[config.mk]
export PLATFORM = sky130hd
export DESIGN_NAME = gf233_sqr_seq_flat
export DESIGN_NICKNAME = d
export VERILOG_FILES = /design/src/rtl/gf233_pkg.sv /design/src/rtl/gf233_sqr_seq_if.sv /design/src/rtl/gf233_sqr_comb.sv /design/src/rtl/gf233_sqr_seq.sv /design/src/flat_wrapper.sv
export SDC_FILE = /design/constraint.sdc
export NUM_CORES = 1
export LEC_CHECK = 0
export CORE_AREA = 2 2 189 191
export CTS_CLUSTER_SIZE = 14
export DETAILED_ROUTE_END_ITERATION = 10
export DIE_AREA = 0 0 191 193
export PLACE_DENSITY = 0.7
export SKIP_CTS_REPAIR_TIMING = 1
export SLEW_MARGIN = 20
export SYNTH_ARGS = -nofsm -noshare
export SYNTH_HDL_FRONTEND = slang
export SYNTH_SLANG_ARGS = --single-unit
[constraint.sdc]
create_clock -name clk -period 2 [get_ports clk]
set_input_delay 0.2 -clock clk [delete_from_list [all_inputs] [get_ports clk]]
set_output_delay 0.2 -clock clk [all_outputs]
set_load 0.005 [all_outputs]
[src/rtl/gf233_pkg.sv]
// Shared types and constants for the GF(2^233) squaring engine.
// Field: f(x) = x^233 + x^74 + 1.
package gf233_pkg;

    localparam int GF_M     = 233;
    localparam int GF_TRI_K = 74;
    localparam int GF_CNT_W = 8;

    typedef logic [GF_M-1:0]     gf_elem_t;
    typedef logic [GF_CNT_W-1:0] cnt_t;

    typedef enum logic [1:0] {
        IDLE = 2'd0,
        RUN  = 2'd1,
        DONE = 2'd2
    } sqr_state_t;

endpackage

[src/rtl/gf233_sqr_seq_if.sv]
// Request/result bundle for the iterated-squaring sequencer.
// master drives start/k/a_in; slave returns busy/done/d_out.
interface gf233_sqr_seq_if;
    import gf233_pkg::*;

    logic     start;
    cnt_t     k;
    gf_elem_t a_in;
    logic     busy;
    logic     done;
    gf_elem_t d_out;

    modport master (output start, output k, output a_in,
                    input  busy,  input  done, input d_out);
    modport slave  (input  start, input  k, input  a_in,
                    output busy,  output done, output d_out);
endinterface

[src/rtl/gf233_sqr_comb.sv]
// Combinational squarer: y = a^2 mod (x^233 + x^74 + 1).
// Latency: zero (pure XOR network).
// Backpressure: none, no state.
module gf233_sqr_comb
    import gf233_pkg::*;
(
    input  gf_elem_t a,
    output gf_elem_t y
);

    logic [2*GF_M-2:0] t;

    always_comb begin
        t = '0;
        // Squaring in GF(2) just interleaves zeros between the operand bits.
        for (int i = 0; i < GF_M; i++) begin
            t[2*i] = a[i];
        end
        // Fold from the top down; x^233 = x^74 + 1, so high folds land below i.
        for (int i = 2*GF_M-2; i >= GF_M; i--) begin
            t[i-GF_M]          = t[i-GF_M] ^ t[i];
            t[i-GF_M+GF_TRI_K] = t[i-GF_M+GF_TRI_K] ^ t[i];
        end
        y = t[GF_M-1:0];
    end

endmodule

[src/rtl/gf233_sqr_seq.sv]
// Iterated squarer d = a^(2^k) over GF(2^233); build option GF233_SQR_DOUBLE_EN chains two squarers.
// Latency: k+1 edges from accept to done (ceil(k/2)+1 with GF233_SQR_DOUBLE_EN).
// Backpressure: one op in flight; start ignored while busy, no queueing.
module gf233_sqr_seq
    import gf233_pkg::*;
(
    input  logic            clk,
    input  logic            rst_n,
    gf233_sqr_seq_if.slave  bus
);

    sqr_state_t state_q, state_d;
    gf_elem_t   acc_q, acc_d;
    cnt_t       cnt_q, cnt_d;
    gf_elem_t   sqr1;

    gf233_sqr_comb u_sqr1 (.a(acc_q), .y(sqr1));

`ifdef GF233_SQR_DOUBLE_EN
    gf_elem_t sqr2;
    gf233_sqr_comb u_sqr2 (.a(sqr1), .y(sqr2));
`endif

    always_ff @(posedge clk or negedge rst_n) begin
        if (!rst_n) begin
            state_q <= IDLE;
            acc_q   <= '0;
            cnt_q   <= '0;
        end else begin
            state_q <= state_d;
            acc_q   <= acc_d;
            cnt_q   <= cnt_d;
        end
    end

    always_comb begin
        state_d = state_q;
        acc_d   = acc_q;
        cnt_d   = cnt_q;
        unique case (state_q)
            IDLE: begin
                if (bus.start) begin
                    acc_d   = bus.a_in;
                    cnt_d   = bus.k;
                    state_d = (bus.k == '0) ? DONE : RUN;
                end
            end
            RUN: begin
`ifdef GF233_SQR_DOUBLE_EN
                if (cnt_q >= cnt_t'(2)) begin
                    acc_d = sqr2;
                    cnt_d = cnt_q - cnt_t'(2);
                end else begin
                    acc_d = sqr1;
                    cnt_d = cnt_q - cnt_t'(1);
                end
                if (cnt_q <= cnt_t'(2)) begin
                    state_d = DONE;
                end
`else
                acc_d = sqr1;
                cnt_d = cnt_q - cnt_t'(1);
                if (cnt_q == cnt_t'(1)) begin
                    state_d = DONE;
                end
`endif
            end
            DONE: begin
                state_d = IDLE;
            end
            default: begin
                state_d = IDLE;
            end
        endcase
    end

    // Result is a straight view of the accumulator; it only moves on accept or in RUN.
    assign bus.busy  = (state_q != IDLE);
    assign bus.done  = (state_q == DONE);
    assign bus.d_out = acc_q;

endmodule
[src/flat_wrapper.sv]
// flat-port wrapper written by rule: the top's interface ports become plain ports
module gf233_sqr_seq_flat import gf233_pkg::*;
  (clk, rst_n, bus_start, bus_k, bus_a_in, bus_busy, bus_done, bus_d_out);
  gf233_sqr_seq_if bus_i ();
  input  logic clk;
  input  logic rst_n;
  input wire logic [$bits(bus_i.start)-1:0] bus_start;
  input wire logic [$bits(bus_i.k)-1:0] bus_k;
  input wire logic [$bits(bus_i.a_in)-1:0] bus_a_in;
  output wire logic [$bits(bus_i.busy)-1:0] bus_busy;
  output wire logic [$bits(bus_i.done)-1:0] bus_done;
  output wire logic [$bits(bus_i.d_out)-1:0] bus_d_out;
  assign bus_i.start = bus_start;
  assign bus_i.k = bus_k;
  assign bus_i.a_in = bus_a_in;
  assign bus_busy = bus_i.busy;
  assign bus_done = bus_i.done;
  assign bus_d_out = bus_i.d_out;
  gf233_sqr_seq u_core (.clk(clk), .rst_n(rst_n), .bus(bus_i));
endmodule
==> qor.txt <==
Run status = finished, final reports clean
Max-cap viol count = 0
Cells after synthesis = 1365
GRT Total Usage = 33.2%
Detailed Route Iter0 Violations = 1099
Adder-Cell Fraction of Synth Area = 0.189%
CP Max Fanout = 5
Cell Chain, Critical Path = clkdlybuf4s50_1
DR vias = 13296
CP max-delay cell = clkdlybuf4s50_1
Clock insertion delay at the later pin of the skew report = 0.56 ns
Buf+Inv Stages, Crit Path = 1
WL final = 62900 um
XOR/XNOR Fraction of Synth Area = 10.0%
Sequential fraction of the synthesis area = 46.0%
Clk root buf = clkbuf_16
Vias in the first global route = 13184
Core area = 35000 um^2
WP data arrival = 1.76 ns
Reg clk slew, reported paths = 0.06 ns
H-tree Lvls = 1
Avg WL per Cell = 27.2 um
Num CTS Buffers = 29
Critical R2R Launch = u_core.state_q[0]$_DFFE_PN0P_
Ports = 479
Final ANT Viol Nets = 0
Data required, critical path = 1.80 ns
Register-to-Register Path Depth = 6
Post-placement cell area = 18700 um^2
Peak supply drop = 877 uV
Final Hold Fails = 0
EDFF count, synth = 0
Main combinational cell family by area after synthesis = compound AO/OA/AOI/OAI gates
Number of remaining DRC errors = 0
Period Utilization, post-route = 98.0%
Clock Skew = 0.0185 ns
Simple-gate share of the synthesized area = 16.8%
CP peak stage delay = 0.63 ns
DPL Wire Length = 48100 um
Ys async rst share = 100%
Final nets = 2067
#FFs+latches synth = 243
Mux contribution to synthesized area = 0%
Synthesized area per cell = 9.69 um^2
Synth Area in Compound Gates = 21.2%
WS Path Type = register to primary output
Ys flop type = dfrtp_1
Reg-to-reg endpoint = u_core.bus.d_out[125]$_DFFE_PN0P_
Final setup fails = 0
First-pass GRT wire length = 89200 um
Mapped Area = 13200 um^2
Crit. End Element = primary output
CTS Sinks = 243
Die H = 193 um
Fmax achieved = 510 MHz
Final instance area = 19800 um^2
Tightest Pin Transition = 0.528 ns
Share of layout cells above drive strength 1 = 8.03%
Largest net degree at the start of global routing = 89
Port bufs = 478
GRT overflow = 0
Pwr per Cell Area = 1980 nW/um^2
Syn nets = 1611
CTS max path bufs = 3
Hold WS = 0.124 ns
Final Core Density = 56.6%
First-pass DRT Iterations = 7
Reg2reg setup slack = 0.20 ns
CTS tree = built
Worst hold-check path type = input pin to async pin
Die Area = 36900 um^2
Worst path top cell family by delay = buffers and inverters
Routability cong. = 0.903
Kind of start point of the critical path = register
Unrepaired setup endpoints after global routing = no
Layout area overhead = 49.5%
Antenna violations before repair = 9
Max-slew headroom = 64.5%
Total chip power = 0.0391 W
Initial Util = 37.8%
Synth unique cells = 38
Max-slew violations = 0
Fin crit period = 1.96 ns
Ys Warns = 0
Die X = 191 um
DR vias/cell = 5.76
P_leak = 7.46 nW
Std-Cell Rows = 69
state kept, by name, summed over array words and instances, names as in the netlist:
name / flops
u_core.bus.d_out: 233
u_core.cnt_q: 8
u_core.state_q: 2
worst max-delay path by stage:
stage | from | endpoint | slack, ns | cells after the start
2_1_floorplan | u_core.cnt_q[0]$_DFFE_PN0P_ | u_core.cnt_q[6]$_DFFE_PN0P_ | 0.49 | 5
6_report | u_core.bus.d_out[213]$_DFFE_PN0P_ | bus_d_out[213] | 0.04 | 1
3_5_place_dp | u_core.state_q[1]$_DFFE_PN0P_ | u_core.bus.d_out[232]$_DFFE_PN0P_ | 0.34 | 5
4_1_cts | u_core.bus.d_out[215]$_DFFE_PN0P_ | bus_d_out[215] | -0.12 | 1
3_3_place_gp | u_core.state_q[1]$_DFFE_PN0P_ | u_core.bus.d_out[51]$_DFFE_PN0P_ | 0.38 | 5
5_1_grt | u_core.state_q[1]$_DFFE_PN0P_ | bus_busy | 0.005 | 3
synthesized netlist by cell type (all sizes together) (2+ instances only):
library cell,instances,area share [%]
o31a,4,0.26
nand2,164,4.7
clkbuf,32,1.0
inv,7,0.20
a211oi,2,0.11
nor2,81,2.3
buf,95,4.6
nor3b,154,8.7
nor4,4,0.24
a21oi,160,6.1
o21ai,4,0.15
nor3,3,0.11
dfrtp,243,46
and3b,3,0.20
o22a,154,10
xnor2,151,10
nand3,3,0.11
nor2b,2,0.095
o22ai,2,0.095
ha,2,0.19
a31oi,82,3.9
cell type report:
class	instances	area, um^2
repair buffers	552	5630
fillers	3107	15200
diodes	7	17.5
flip-flops and latches	243	6110
inverters	7	26.3
clock buffers	44	872
well taps	461	577
multi-input cells	988	6410
clock inverters	8	129
placed cells by master, fill, tap and decap left out, types with 6 or more instances in the layout:
cell             count
clkdlybuf4s50_1    476
clkbuf_1             6
o22a_1             154
a21oi_1            160
dfrtp_2             17
diode_2              7
nor3b_1            154
buf_12              23
dfrtp_1            224
clkbuf_8             9
xnor2_1            151
inv_1                7
clkbuf_16           29
nor2_1              80
a31oi_1             82
buf_4               51
nand2_1            164
where the power goes:
part           internal [W]  switching, W
combinational        0.0116       0.00960
sequential          0.00759       0.00476
clock               0.00338       0.00218
through the flow:
step / instances / TNS (ns) / setup WS (ns)
final: 2310 / 0 / 0.0401
after global routing: 2308 / 0 / 0.00469
after CTS: 2300 / -0.562 / -0.119
after detailed placement: 2248 / 0 / 0.339
after global placement: 2248 / 0 / 0.375
after floorplan: 1365 / 0 / 0.489
layer usage:
metal	up-vias	wire length, um	GRT usage [%]
met2	714	29800	54.3
met4	2	2570	13.6
met3	129	5200	6.03
met5	-	13	0
li1	5823	-	-
met1	6628	25300	43.6
cell families (layout without fill, tap and decap cells):
logic type	Yosys count	after routing
compound gates	415	415
fa+ha+maj	2	2
buf+inv	134	611
xor+xnor	151	151
flops	243	243
other cells	0	7
simple gates	420	420
(Power assumes the default switching activity.)
